[src/rtl/nes_joypad_responder.sv]
// NES controller emulation: debounces eight buttons and answers the console's
// strobe/clock protocol with an active-low serial report on joy_data.
module nes_joypad_responder #(
  parameter int unsigned DEBOUNCE_CYCLES = 21477
) (
  input  logic       clock,
  input  logic       reset,
  input  logic [7:0] buttons,
  input  logic       joy_strobe,
  input  logic       joy_clock,
  output logic       joy_data,
  output logic [7:0] latched_buttons,
  output logic       read_done
);

  localparam int unsigned CntW = $clog2(DEBOUNCE_CYCLES + 1);
  localparam logic [CntW-1:0] DebLast = CntW'(DEBOUNCE_CYCLES - 1);

  typedef enum logic {StLoad, StShift} state_e;

  // Console pin synchronizers; clock flops reset high so a high idle clock
  // never looks like a rising edge when reset is released.
  logic strobe_s1_q, strobe_s2_q;
  logic jclk_s1_q, jclk_s2_q, jclk_h_q;
  logic clk_rise;

  always_ff @(posedge clock) begin
    if (reset) begin
      strobe_s1_q <= 1'b0;
      strobe_s2_q <= 1'b0;
      jclk_s1_q   <= 1'b1;
      jclk_s2_q   <= 1'b1;
      jclk_h_q    <= 1'b1;
    end else begin
      strobe_s1_q <= joy_strobe;
      strobe_s2_q <= strobe_s1_q;
      jclk_s1_q   <= joy_clock;
      jclk_s2_q   <= jclk_s1_q;
      jclk_h_q    <= jclk_s2_q;
    end
  end

  assign clk_rise = jclk_s2_q & ~jclk_h_q;

  // Button synchronizers and per-bit debounce counters.
  logic [7:0]      btn_s1_q, btn_s2_q;
  logic [7:0]      deb_q, deb_d;
  logic [CntW-1:0] deb_cnt_q [8];
  logic [CntW-1:0] deb_cnt_d [8];

  always_comb begin
    deb_d = deb_q;
    for (int i = 0; i < 8; i++) begin
      deb_cnt_d[i] = '0;
      if (btn_s2_q[i] != deb_q[i]) begin
        if (deb_cnt_q[i] == DebLast) begin
          deb_d[i] = btn_s2_q[i];
        end else begin
          deb_cnt_d[i] = deb_cnt_q[i] + CntW'(1);
        end
      end
    end
  end

  always_ff @(posedge clock) begin
    if (reset) begin
      btn_s1_q <= '0;
      btn_s2_q <= '0;
      deb_q    <= '0;
      for (int i = 0; i < 8; i++) begin
        deb_cnt_q[i] <= '0;
      end
    end else begin
      btn_s1_q <= buttons;
      btn_s2_q <= btn_s1_q;
      deb_q    <= deb_d;
      for (int i = 0; i < 8; i++) begin
        deb_cnt_q[i] <= deb_cnt_d[i];
      end
    end
  end

  // Report FSM and shift register.
  state_e     state_q, state_d;
  logic [7:0] sr_q, sr_d;
  logic [3:0] shift_cnt_q, shift_cnt_d;
  logic [7:0] latched_q, latched_d;
  logic       read_done_q, read_done_d;
  logic       joy_data_q, joy_data_d;

  always_comb begin
    state_d     = state_q;
    sr_d        = sr_q;
    shift_cnt_d = shift_cnt_q;
    latched_d   = latched_q;
    read_done_d = 1'b0;

    // A high strobe always wins over a coincident clock edge.
    if (strobe_s2_q) begin
      state_d     = StLoad;
      sr_d        = deb_q;
      shift_cnt_d = 4'd0;
      latched_d   = deb_q;
    end else begin
      unique case (state_q)
        StLoad: begin
          state_d = StShift;
        end
        StShift: begin
          if (clk_rise) begin
            if (shift_cnt_q < 4'd8) begin
              sr_d        = {1'b0, sr_q[7:1]};
              shift_cnt_d = shift_cnt_q + 4'd1;
              read_done_d = (shift_cnt_q == 4'd7);
            end else begin
              sr_d = '0;
            end
          end
        end
        default: state_d = StLoad;
      endcase
    end

    joy_data_d = (shift_cnt_q == 4'd8) ? 1'b0 : ~sr_q[0];
  end

  always_ff @(posedge clock) begin
    if (reset) begin
      state_q     <= StLoad;
      sr_q        <= '0;
      shift_cnt_q <= '0;
      latched_q   <= '0;
      read_done_q <= 1'b0;
      joy_data_q  <= 1'b1;
    end else begin
      state_q     <= state_d;
      sr_q        <= sr_d;
      shift_cnt_q <= shift_cnt_d;
      latched_q   <= latched_d;
      read_done_q <= read_done_d;
      joy_data_q  <= joy_data_d;
    end
  end

  assign joy_data        = joy_data_q;
  assign latched_buttons = latched_q;
  assign read_done       = read_done_q;

endmodule

[config.mk]
export PLATFORM = sky130hd
export DESIGN_NAME = nes_joypad_responder
export DESIGN_NICKNAME = d
export VERILOG_FILES = /design/src/rtl/nes_joypad_responder.sv
export SDC_FILE = /design/constraint.sdc
export NUM_CORES = 1
export LEC_CHECK = 0
export ABC_AREA = 1
export BUFFER_PORTS_ARGS = -buffer_cell sky130_fd_sc_hd__buf_2
export CAP_MARGIN = 25
export CORE_MARGIN = 2
export CORE_UTILIZATION = 45
export DETAILED_ROUTE_END_ITERATION = 10
export GPL_TIMING_DRIVEN = 0
export PLACE_DENSITY = 0.66
export SLEW_MARGIN = 15
export SYNTH_ARGS = -nofsm -noshare
export SYNTH_HDL_FRONTEND = slang
export SYNTH_SLANG_ARGS = --single-unit
[constraint.sdc]
create_clock -name clock -period 1.5 [get_ports clock]
set_input_delay 0.15 -clock clock [delete_from_list [all_inputs] [get_ports clock]]
set_output_delay 0.15 -clock clock [all_outputs]
set_load 0.01 [all_outputs]
==> impl_table.tex, run 1 <==
\begin{tabular}{lr}
\hline
Metric & Value \\
\hline
\multicolumn{2}{l}{\textbf{Finish}} \\
Number of antenna repair diodes & 0 \\
Layout cell share with drive strength beyond 1 & 11.1\% \\
Layout overhead on the synthesized area & 15.5\% \\
Most common library cell in the layout ignoring fill and taps & sky130\_fd\_sc\_hd\_\_nand2\_1 \\
Number of nets at the end of the flow & 1,159 \\
Total of fill cells in the finished design & 1,667 \\
Most frequent cells in the layout & 215 x sky130\_fd\_sc\_hd\_\_nand2\_1, 202 x sky130\_fd\_sc\_hd\_\_nor2\_1, 167 x sky130\_fd\_sc\_hd\_\_dfxtp\_1 \\
\multicolumn{2}{l}{\textbf{Routing}} \\
First-pass iteration count of the detailed router & 5 \\
Antenna Violating Nets Remaining & 0 \\
Initial DRC count & 299 \\
Avg Vias per Cell & 4.74 \\
Routed wire per std cell & 11.1 um \\
Count of vias placed by the detailed router & 6,476 \\
Total detailed-routing wirelength & 15.2 mm \\
Number of remaining DRC errors & 0 \\
\multicolumn{2}{l}{\textbf{Clock tree}} \\
Clock tree from TritonCTS & yes \\
Clk pin slew, worst setup/hold paths & 0.06 ns \\
Maximum buffer depth of the clock tree & 2 \\
Clk sinks & 172 \\
H-tree depth reported by CTS & 4 \\
Total CTS buffers & 17 \\
Clock latency on the worst-skew pair & 0.42 ns \\
Clock tree root buffer cell & sky130\_fd\_sc\_hd\_\_clkbuf\_16 \\
\multicolumn{2}{l}{\textbf{Yosys}} \\
Post-synthesis instance total & 1,073 \\
Register area share after synthesis & 44.1\% \\
Yosys Warn Count & 0 \\
Flop and latch count out of synthesis & 172 \\
Netlist cell types & 37 \\
Syn\_area\_per\_cell & 7.28 um2 \\
Nets in the synthesized netlist & 1,103 \\
Total standard cell area after synthesis & 7810 um2 \\
\multicolumn{2}{l}{\textbf{GRT}} \\
Overflow left after global routing & 0 \\
Number of global-route vias before repair & 5,968 \\
Wire length of the first global-routing pass & 26.3 mm \\
Number of antenna violations at the first check in global routing & 0 \\
GRT Overall Usage & 17.5\% \\
Largest net degree at the start of global routing & 17 \\
\multicolumn{2}{l}{\textbf{Timing}} \\
Total count of max-transition violations in the final report & 0 \\
Total Neg Setup Slack & 0 ns \\
Relative slew slack & 59.8\% \\
Final Setup Violations & 0 \\
Maximum clock skew at final layout & 0.00592 ns \\
Crit share post-route & 92.8\% \\
Peak Freq & 718 MHz \\
Slew @ Worst Pin & 0.602 ns \\
Number of hold violations in the final report & 0 \\
Final Critical Period & 1.39 ns \\
Worst hold slack across all endpoints & 0.172 ns \\
\multicolumn{2}{l}{\textbf{Hold path}} \\
Worst min-delay path category & in2reg \\
\multicolumn{2}{l}{\textbf{Power}} \\
Worst vdd rail ir drop & 1.07 mV \\
Leakage component of the power & 0.00300 uW \\
Power Dens Cells & 1030 nW/um2 \\
\multicolumn{2}{l}{\textbf{Die}} \\
Core Rows & 48 \\
Starting density of the core & 45.7\% \\
Core ar. & 17,100 um2 \\
Die area & 18,400 um2 \\
Die extent in y & 136 um \\
Chip width & 136 um \\
Ports placed on the boundary & 22 \\
\multicolumn{2}{l}{\textbf{Setup path}} \\
Highest cell delay on the worst timing path & 0.38 ns \\
Critical-path cell with the highest stage delay & sky130\_fd\_sc\_hd\_\_dfxtp\_1 \\
Endpoint arrival time on the critical path & 1.71 ns \\
Type of the worst setup path & reg2reg \\
Element type at the critical path start & flop \\
Type of element capturing the critical path & flop \\
Critical Path Fanout Max & 10 \\
Required time at the worst-slack endpoint & 1.81 ns \\
Chain of cells forming the critical path & nand2\_1, nor2\_4, inv\_2, nor2\_4, nand2\_1, nand2\_2, buf\_6, nor2\_1 \\
\multicolumn{2}{l}{\textbf{Run}} \\
Number of max-cap violations & 0 \\
\multicolumn{2}{l}{\textbf{Placement}} \\
HPWL Detailed & 10.8 mm \\
\# port buffers & 21 \\
Gp weighted congestion & 0.812 \\
\multicolumn{2}{l}{\textbf{Run status}} \\
Result of the run & complete, no violations \\
\hline
\end{tabular}
-- state kept, by name, indices dropped and copies added (netlist names), 4 cells and up --
| register | count |
|---|---|
| btn_s1_q | 8 |
| sr_q | 8 |
| deb_q | 8 |
| shift_cnt_q | 4 |
| latched_buttons | 8 |
| deb_cnt_q | 120 |
| btn_s2_q | 8 |
-- worst max-delay path: cells and delay by family (launching register included) --
family | cells | cell delay [ns]
AND/OR/NAND/NOR | 6 | 0.68
buffers and inverters | 2 | 0.22
flip-flops | 1 | 0.38
-- logic make-up after synthesis --
kind of cell | Yosys count | synth area share [%]
buffers and inverters | 142 | 7.57
DFF | 172 | 44.1
AOI/OAI and AO/OA | 93 | 6.25
xor gates and xnor gates | 46 | 5.16
and+or+nand+nor | 602 | 34.1
adders and majority gates | 18 | 2.88
-- per-stage QoR --
step / power [uW] / util, % / setup slack (ns) / cell area, um2 / instances
2_1_floorplan: 4830 / - / 0.244 / 7810 / 1073
3_3_place_gp: 4890 / 47.9 / -0.0410 / 8200 / 1319
3_5_place_dp: 4900 / 47.9 / -0.0558 / 8200 / 1319
4_1_cts: 9400 / 52.0 / 0.00000566 / 8910 / 1361
5_1_grt: 9610 / 52.7 / -0.0552 / 9030 / 1367
6_report: 9290 / 52.7 / 0.108 / 9030 / 1367
-- area by class of cell --
cell class                      instances  area (um2)  share of cell area (%)
Multi-Input combinational cell        759        3850                    42.7
Sequential cell                       172        3450                    38.2
Inverter                              128         480                    5.32
Clock buffer                           22         464                    5.14
Tap cell                              225         282                    3.12
Timing Repair Buffer                   37         250                    2.77
Clock inverter                         10         139                    1.54
Buffer                                 14         111                    1.23
-- repair_timing --
item,4_1_cts,5_1_grt
endpoints found under the hold margin,10,0
hold buffers,10,0
endpoints found under the setup margin,10,75
setup buffers,0,6
resized for setup,1,23
pin swaps,0,6
-- path summary, 6_finish.rpt --
check	depth (start not counted)	start	endpoint	slack (ns)
max	8	deb_cnt_q[1][52]$_SDFF_PP0_	deb_cnt_q[1][55]$_SDFF_PP0_	0.11
min	4	reset	deb_cnt_q[1][8]$_SDFF_PP0_	0.17
max reg2reg	8	deb_cnt_q[1][52]$_SDFF_PP0_	deb_cnt_q[1][55]$_SDFF_PP0_	0.11
min reg2reg	2	btn_s1_q[5]$_SDFF_PP0_	btn_s2_q[5]$_SDFF_PP0_	0.40
-- per-layer routing --
metal / global-route usage [%] / routed length, um / vias to the layer above
li1: - / - / 3516
met1: 22.7 / 7720 / 2894
met2: 29.2 / 6950 / 53
met3: 3.93 / 408 / 13
met4: 4.86 / 157 / 0
met5: 0 / 0 / -
-- where the power goes --
part           switching (uW)  total [uW]  internal [uW]
Clock                    1760        4470           2710
Sequential               18.6        4620           4600
Combinational             116         195           78.1
Total                    1900        9290           7390
-- Yosys cell counts, drive strengths merged --
| cell type | count | area, um2 |
|---|---|---|
| nand4 | 36 | 225 |
| buf | 12 | 104 |
| or2 | 8 | 50.1 |
| nand3 | 68 | 345 |
| clkinv | 1 | 3.75 |
| a31oi | 1 | 6.26 |
| o21bai | 5 | 37.5 |
| a211oi | 1 | 7.51 |
| inv | 127 | 477 |
| nor3 | 22 | 110 |
| ha | 18 | 225 |
| or3 | 1 | 6.26 |
| nand2 | 230 | 893 |
| clkbuf | 2 | 7.51 |
| o21ai | 23 | 115 |
| nand3b | 7 | 52.6 |
| xnor2 | 21 | 184 |
| xor2 | 25 | 219 |
| nor3b | 3 | 27.5 |
| o211ai | 1 | 7.51 |
| dfxtp | 172 | 3440 |
| nor2 | 227 | 952 |
| a21oi | 62 | 314 |
(Power assumes the default switching activity.)
==> run 2: changes to the inputs <==
BUFFER_PORTS_ARGS = not set   (was -buffer_cell sky130_fd_sc_hd__buf_2)
DONT_BUFFER_PORTS = 1   (was not set)
PLACE_DENSITY = 0.65   (was 0.66)
==> impl_table.tex, run 2 (synthesized netlist as in run 1, its figures left out) <==
\begin{tabular}{lr}
\hline
Metric & Value \\
\hline
\multicolumn{2}{l}{\textbf{Placement}} \\
HPWL Detailed & 10.8 mm (+0.55\%) \\
\# port buffers & 0 (-100\%) \\
Worst slack after detailed placement & -0.00568 ns (+0.0502 ns) \\
Gp weighted congestion & 0.829 (+2.2\%) \\
\multicolumn{2}{l}{\textbf{Power}} \\
Leakage component of the power & 0.00290 uW (-3.4\%) \\
Switching pwr & 1820 uW (-4.1\%) \\
Proportion of power drawn by flip-flops and latches & 51.8\% (+2.1 points) \\
Internal portion of total power & 7100 uW (-3.9\%) \\
Combinational share of power & 2.0\% (about the same) \\
Power Dens Cells & 1000 nW/um2 (-2.5\%) \\
Switching power as a share of total power & 20.4\% (-0.041 points) \\
Relative contribution of the clock network to total power & 46.2\% (-2.0 points) \\
Worst vdd rail ir drop & 0.819 mV (-24\%) \\
\multicolumn{2}{l}{\textbf{Clock tree}} \\
Clock tree from TritonCTS & yes \\
Maximum buffer depth of the clock tree & 2 (unchanged) \\
H-tree depth reported by CTS & 4 (unchanged) \\
Clock tree root buffer cell & sky130\_fd\_sc\_hd\_\_clkbuf\_16 \\
Total CTS buffers & 17 (unchanged) \\
Clk pin slew, worst setup/hold paths & 0.06 ns (about the same) \\
Clk sinks & 172 (unchanged) \\
Clock latency on the worst-skew pair & 0.42 ns (about the same) \\
\multicolumn{2}{l}{\textbf{Run status}} \\
Result of the run & complete, no violations \\
\multicolumn{2}{l}{\textbf{Routing}} \\
First-pass iteration count of the detailed router & 4 (-1) \\
Count of vias placed by the detailed router & 6,454 (-0.34\%) \\
Routed wire per std cell & 11.3 um (+1.1\%) \\
Antenna Violating Nets Remaining & 0 (unchanged) \\
Avg Vias per Cell & 4.79 (+1.1\%) \\
Total detailed-routing wirelength & 15.2 mm (-0.41\%) \\
Number of remaining DRC errors & 0 (unchanged) \\
Initial DRC count & 287 (-4.0\%) \\
\multicolumn{2}{l}{\textbf{Die}} \\
Ports placed on the boundary & 22 (unchanged) \\
Core ar. & 17,100 um2 (unchanged) \\
Core Rows & 48 (unchanged) \\
Starting density of the core & 45.7\% (unchanged) \\
Chip width & 136 um (unchanged) \\
Die extent in y & 136 um (unchanged) \\
Die area & 18,400 um2 (unchanged) \\
\multicolumn{2}{l}{\textbf{Setup path}} \\
R2R cell count & 8 (unchanged) \\
Worst flop-to-flop path endpoint & deb\_cnt\_q[1][41]\$\_SDFF\_PP0\_ \\
Type of the worst setup path & reg2reg \\
Type of element capturing the critical path & flop \\
Required time at the worst-slack endpoint & 1.82 ns (about the same) \\
Endpoint arrival time on the critical path & 1.70 ns (about the same) \\
Element type at the critical path start & flop \\
R2r startpoint & deb\_cnt\_q[1][30]\$\_SDFF\_PP0\_ \\
Register-to-Register Setup Slack & 0.12 ns (about the same) \\
Critical Path Fanout Max & 10 (unchanged) \\
\multicolumn{2}{l}{\textbf{GRT}} \\
Largest net degree at the start of global routing & 17 (unchanged) \\
GRT Overall Usage & 17.4\% (-0.073 points) \\
Number of antenna violations at the first check in global routing & 0 (unchanged) \\
Number of global-route vias before repair & 5,822 (-2.4\%) \\
Wire length of the first global-routing pass & 25.8 mm (-1.6\%) \\
Overflow left after global routing & 0 (unchanged) \\
\multicolumn{2}{l}{\textbf{Timing}} \\
Slew @ Worst Pin & 0.404 ns (-0.198 ns) \\
Final Worst Setup Slack & 0.118 ns (+0.0104 ns) \\
Total count of max-transition violations in the final report & 0 (unchanged) \\
Number of hold violations in the final report & 0 (unchanged) \\
Maximum clock skew at final layout & 0.00701 ns (+0.00109 ns) \\
Peak Freq & 724 MHz (+0.75\%) \\
Relative slew slack & 72.9\% (+13 points) \\
Final Critical Period & 1.38 ns (-0.0104 ns) \\
Crit share post-route & 92.1\% (-0.69 points) \\
Final Setup Violations & 0 (unchanged) \\
Total Neg Setup Slack & 0 ns (unchanged) \\
\multicolumn{2}{l}{\textbf{Hold path}} \\
Min-Delay Startpoint & reset \\
Hold endpoint & state\_q\$\_SDFF\_PP0\_ \\
Hold Path Depth & 2 (-2) \\
Worst min-delay path category & in2reg \\
\multicolumn{2}{l}{\textbf{Finish}} \\
Layout overhead on the synthesized area & 13.8\% \\
Most common library cell in the layout ignoring fill and taps & sky130\_fd\_sc\_hd\_\_nand2\_1 \\
Number of nets at the end of the flow & 1,142 (-1.5\%) \\
Register name with the most flops & deb\_cnt\_q \\
Area taken by multi-input logic gates & 3840 um2 (-0.32\%) \\
Most frequent cells in the layout & 215 x sky130\_fd\_sc\_hd\_\_nand2\_1, 204 x sky130\_fd\_sc\_hd\_\_nor2\_1, 172 x sky130\_fd\_sc\_hd\_\_dfxtp\_1 \\
Layout cell share with drive strength beyond 1 & 9.00\% (-2.1 points) \\
Number of flip-flops under the largest register name & 120 (unchanged) \\
Total of fill cells in the finished design & 1,692 (+1.5\%) \\
Total area of sequential cells & 3440 um2 (-0.18\%) \\
Number of antenna repair diodes & 0 (unchanged) \\
\multicolumn{2}{l}{\textbf{Run}} \\
Number of max-cap violations & 0 (unchanged) \\
\hline
\end{tabular}
## run 2: worst max-delay path by stage
stage	start	endpoint	cells after the start	slack, ns
2_1_floorplan	deb_cnt_q[0][45]$_SDFF_PP0_	deb_cnt_q[0][55]$_SDFF_PP0_	8	0.24
3_3_place_gp	deb_cnt_q[0][45]$_SDFF_PP0_	deb_cnt_q[0][53]$_SDFF_PP0_	8	0.02
3_5_place_dp	deb_cnt_q[0][45]$_SDFF_PP0_	deb_cnt_q[0][53]$_SDFF_PP0_	8	-0.006
4_1_cts	reset	joy_data$_SDFF_PP1_	4	0.02
5_1_grt	deb_cnt_q[1][45]$_SDFF_PP0_	deb_cnt_q[1][57]$_SDFF_PP0_	7	-0.006
6_report	deb_cnt_q[1][30]$_SDFF_PP0_	deb_cnt_q[1][41]$_SDFF_PP0_	8	0.12
## run 2: timing repair
item                                    CTS  global route
buffers inserted                          0             9
hold buffers                             11             0
gates resized for setup                   1            20
endpoints found under the hold margin    26             0
endpoints found under the setup margin   10            67
pin swaps                                 0             8
## run 2: cell type report
class                   count  share of cell area (%)
inverters                 128                    5.40
well taps                 225                    3.17
repair buffers             20                    2.00
clock inverters             6                   0.718
multi-input cells         759                    43.2
plain buffers              14                    1.35
flip-flops and latches    172                    38.7
clock buffers              23                    5.49
## run 2: metal layers
metal	track usage, %	wire length [um]	vias up
li1	-	-	3486
met1	22.4	7590	2890
met2	28.3	6840	68
met3	5.50	611	10
met4	4.80	134	0
met5	0	0	-
## run 2: metrics by stage
step           hold WS, ns  std cells  util, %  area [um2]  power (uW)
2_1_floorplan        0.254       1073        -        7810        4830
3_3_place_gp         0.255       1298     47.3        8100        4880
3_5_place_dp         0.257       1298     47.3        8100        4880
4_1_cts              0.245       1338     51.2        8760        9050
5_1_grt              0.291       1347     52.0        8890        9260
6_report             0.234       1347     52.0        8890        8920
## run 2: critical path: stages, from the launching register on
cell and delay, ns:
sky130_fd_sc_hd__dfxtp_1 0.33, sky130_fd_sc_hd__inv_1 0.06, sky130_fd_sc_hd__ha_1 0.13, sky130_fd_sc_hd__nand2_1 0.09, sky130_fd_sc_hd__nor3b_4 0.21, sky130_fd_sc_hd__nand2_1 0.10, sky130_fd_sc_hd__nand2_2 0.13, sky130_fd_sc_hd__buf_6 0.16
sky130_fd_sc_hd__a21oi_1 0.05
## run 2: power groups by stage
stage                     Combinational, uW  Clock, uW  Sequential [uW]
after floorplan                         113          0             4720
after global placement                  155          0             4720
after detailed placement                155          0             4720
after CTS                               180       4250             4620
after global routing                    206       4430             4620
final                                   182       4120             4620
==> run 3: changes to the inputs <==
CORE_ASPECT_RATIO = 1.25   (was not set)
==> impl_table.tex, run 3 (synthesized netlist as in run 1, its figures left out) <==
\begin{tabular}{lr}
\hline
Metric & Value \\
\hline
\multicolumn{2}{l}{\textbf{Run status}} \\
Result of the run & complete, no violations \\
\multicolumn{2}{l}{\textbf{Routing}} \\
DR WL met3 & 455 um (-26\%) \\
Highest metal used & met4 \\
Avg Vias per Cell & 4.82 (+0.50\%) \\
Length of routed wiring on met1 & 7.01 mm (-7.6\%) \\
Routed wire per std cell & 11.3 um (about the same) \\
Antenna Violating Nets Remaining & 0 (unchanged) \\
First-pass iteration count of the detailed router & 5 (+1) \\
Total met2 wirelength after detailed routing & 7.34 mm (+7.3\%) \\
Total detailed-routing wirelength & 15.1 mm (-0.36\%) \\
Count of vias placed by the detailed router & 6,462 (+0.12\%) \\
Number of remaining DRC errors & 0 (unchanged) \\
Initial DRC count & 260 (-9.4\%) \\
\multicolumn{2}{l}{\textbf{Clock tree}} \\
Maximum buffer depth of the clock tree & 2 (unchanged) \\
Total CTS buffers & 17 (unchanged) \\
Clock latency on the worst-skew pair & 0.43 ns (about the same) \\
Clock tree from TritonCTS & yes \\
Clk pin slew, worst setup/hold paths & 0.06 ns (about the same) \\
Clk sinks & 172 (unchanged) \\
H-tree depth reported by CTS & 4 (unchanged) \\
Clock tree root buffer cell & sky130\_fd\_sc\_hd\_\_clkbuf\_16 \\
\multicolumn{2}{l}{\textbf{Timing}} \\
Total count of max-transition violations in the final report & 0 (unchanged) \\
Worst hold slack across all endpoints & 0.272 ns (+0.0385 ns) \\
Peak Freq & 699 MHz (-3.4\%) \\
Final Setup Violations & 0 (unchanged) \\
Number of hold violations in the final report & 0 (unchanged) \\
Final Critical Period & 1.43 ns (+0.0483 ns) \\
Crit share post-route & 95.3\% (+3.2 points) \\
Maximum clock skew at final layout & 0.00945 ns (+0.00244 ns) \\
Slew @ Worst Pin & 0.427 ns (+0.0224 ns) \\
Relative slew slack & 71.5\% (-1.4 points) \\
\multicolumn{2}{l}{\textbf{Placement}} \\
Cell count after placement & 1,293 (-0.39\%) \\
Placed cell area & 8090 um2 (about the same) \\
HPWL Detailed & 10.8 mm (about the same) \\
Gp weighted congestion & 0.855 (+3.0\%) \\
\# port buffers & 0 (unchanged) \\
\multicolumn{2}{l}{\textbf{Finish}} \\
Number of flip-flops under the largest register name & 120 (unchanged) \\
Number of nets at the end of the flow & 1,140 (-0.18\%) \\
Layout cell share with drive strength beyond 1 & 9.27\% (+0.27 points) \\
Most common library cell in the layout ignoring fill and taps & sky130\_fd\_sc\_hd\_\_nand2\_1 \\
Post-layout instance area & 8950 um2 (+0.69\%) \\
Layout overhead on the synthesized area & 14.6\% \\
Post-layout instance count excluding filler cells & 1,342 (-0.37\%) \\
Most frequent cells in the layout & 218 x sky130\_fd\_sc\_hd\_\_nand2\_1, 203 x sky130\_fd\_sc\_hd\_\_nor2\_1, 167 x sky130\_fd\_sc\_hd\_\_dfxtp\_1 \\
Register name with the most flops & deb\_cnt\_q \\
Final cell utilization of the core & 52.9\% (+1.0 points) \\
Number of antenna repair diodes & 0 (unchanged) \\
\multicolumn{2}{l}{\textbf{Hold path}} \\
Min-Delay Startpoint & reset \\
Hold endpoint & jclk\_s1\_q\$\_SDFF\_PP1\_ \\
Hold Path Depth & 2 (unchanged) \\
Worst min-delay path category & in2reg \\
\multicolumn{2}{l}{\textbf{Power}} \\
Leakage component of the power & 0.00294 uW (+1.3\%) \\
Worst vdd rail ir drop & 0.881 mV (+7.7\%) \\
Power Dens Cells & 1070 nW/um2 (+6.3\%) \\
Overall power & 9550 uW (+7.0\%) \\
\multicolumn{2}{l}{\textbf{GRT}} \\
Number of antenna violations at the first check in global routing & 0 (unchanged) \\
Wire length of the first global-routing pass & 25.8 mm (-0.27\%) \\
GRT Overall Usage & 17.3\% (-0.16 points) \\
Largest net degree at the start of global routing & 17 (unchanged) \\
Overflow left after global routing & 0 (unchanged) \\
Number of global-route vias before repair & 5,940 (+2.0\%) \\
\multicolumn{2}{l}{\textbf{Setup path}} \\
R2r startpoint & deb\_cnt\_q[1][45]\$\_SDFF\_PP0\_ \\
Critical-path cell with the highest stage delay & sky130\_fd\_sc\_hd\_\_dfxtp\_1 \\
Endpoint arrival time on the critical path & 1.75 ns (+0.05 ns) \\
Required time at the worst-slack endpoint & 1.82 ns (about the same) \\
Critical Path Fanout Max & 10 (unchanged) \\
Type of the worst setup path & reg2reg \\
Element type at the critical path start & flop \\
Register-to-Register Setup Slack & 0.07 ns (-0.05 ns) \\
Type of element capturing the critical path & flop \\
R2R cell count & 8 (unchanged) \\
Chain of cells forming the critical path & inv\_1, ha\_1, nand4\_1, nor2\_2, nand2\_1, nand2\_2, buf\_6, nor2\_1 \\
Highest cell delay on the worst timing path & 0.33 ns (about the same) \\
Worst flop-to-flop path endpoint & deb\_cnt\_q[1][55]\$\_SDFF\_PP0\_ \\
\multicolumn{2}{l}{\textbf{Die}} \\
Die extent in y & 151 um (+11\%) \\
Core Rows & 53 (+10\%) \\
Ports placed on the boundary & 22 (unchanged) \\
Chip width & 122 um (-10\%) \\
Die area & 18,400 um2 (about the same) \\
Starting density of the core & 46.2\% (+0.56 points) \\
Core ar. & 16,900 um2 (-1.2\%) \\
\multicolumn{2}{l}{\textbf{Run}} \\
Number of max-cap violations & 0 (unchanged) \\
\hline
\end{tabular}
## run 3: worst max-delay path by stage
stage / end / slack [ns] / start / depth (start not counted)
2_1_floorplan: deb_cnt_q[0][55]$_SDFF_PP0_ / 0.24 / deb_cnt_q[0][45]$_SDFF_PP0_ / 8
3_3_place_gp: deb_cnt_q[0][53]$_SDFF_PP0_ / 0.03 / deb_cnt_q[0][45]$_SDFF_PP0_ / 8
3_5_place_dp: deb_cnt_q[0][53]$_SDFF_PP0_ / 0.006 / deb_cnt_q[0][45]$_SDFF_PP0_ / 8
4_1_cts: joy_data$_SDFF_PP1_ / 0.009 / reset / 4
5_1_grt: deb_cnt_q[1][55]$_SDFF_PP0_ / -0.02 / deb_cnt_q[1][45]$_SDFF_PP0_ / 8
6_report: deb_cnt_q[1][55]$_SDFF_PP0_ / 0.07 / deb_cnt_q[1][45]$_SDFF_PP0_ / 8
## run 3: metrics by stage
step | TNS [ns] | worst slack (ns)
after global placement | 0 | 0.0325
final | 0 | 0.0699
after global routing | -0.0540 | -0.0217
after detailed placement | 0 | 0.00557
after floorplan | 0 | 0.244
after CTS | 0 | 0.00885
## run 3: power by group
group,switching [uW],internal (uW)
clock network,1770,2980
registers,18.3,4600
logic,110,69.1
## run 3: cell type report
| cell class | instances | area [um2] |
|---|---|---|
| clock inverter | 12 | 195 |
| buffer | 14 | 113 |
| fill | 1644 | 7960 |
| multi-input combinational | 759 | 3830 |
| tap | 220 | 275 |
| sequential | 172 | 3450 |
| inverter | 128 | 480 |
| timing repair buffer | 18 | 163 |
| clock buffer | 19 | 443 |
## run 3: critical path: cells and delay by family (launching register included)
family	cells	cell delay, ns
buffers and inverters	2	0.22
and+or+nand+nor	5	0.62
adders and majority gates	1	0.14
DFF	1	0.33
## run 3: per-layer routing
metal	up-vias	track usage [%]
li1	3472	-
met1	2892	20.3
met2	70	29.9
met3	28	3.95
met4	0	7.53
met5	-	0
## run 3: repair_timing
item	in CTS	in global routing
endpoints found under the setup margin	5	73
hold buffers	11	0
resized for setup	1	20
setup buffers	0	7
hold endpoints to repair	26	0
pin swaps	0	4
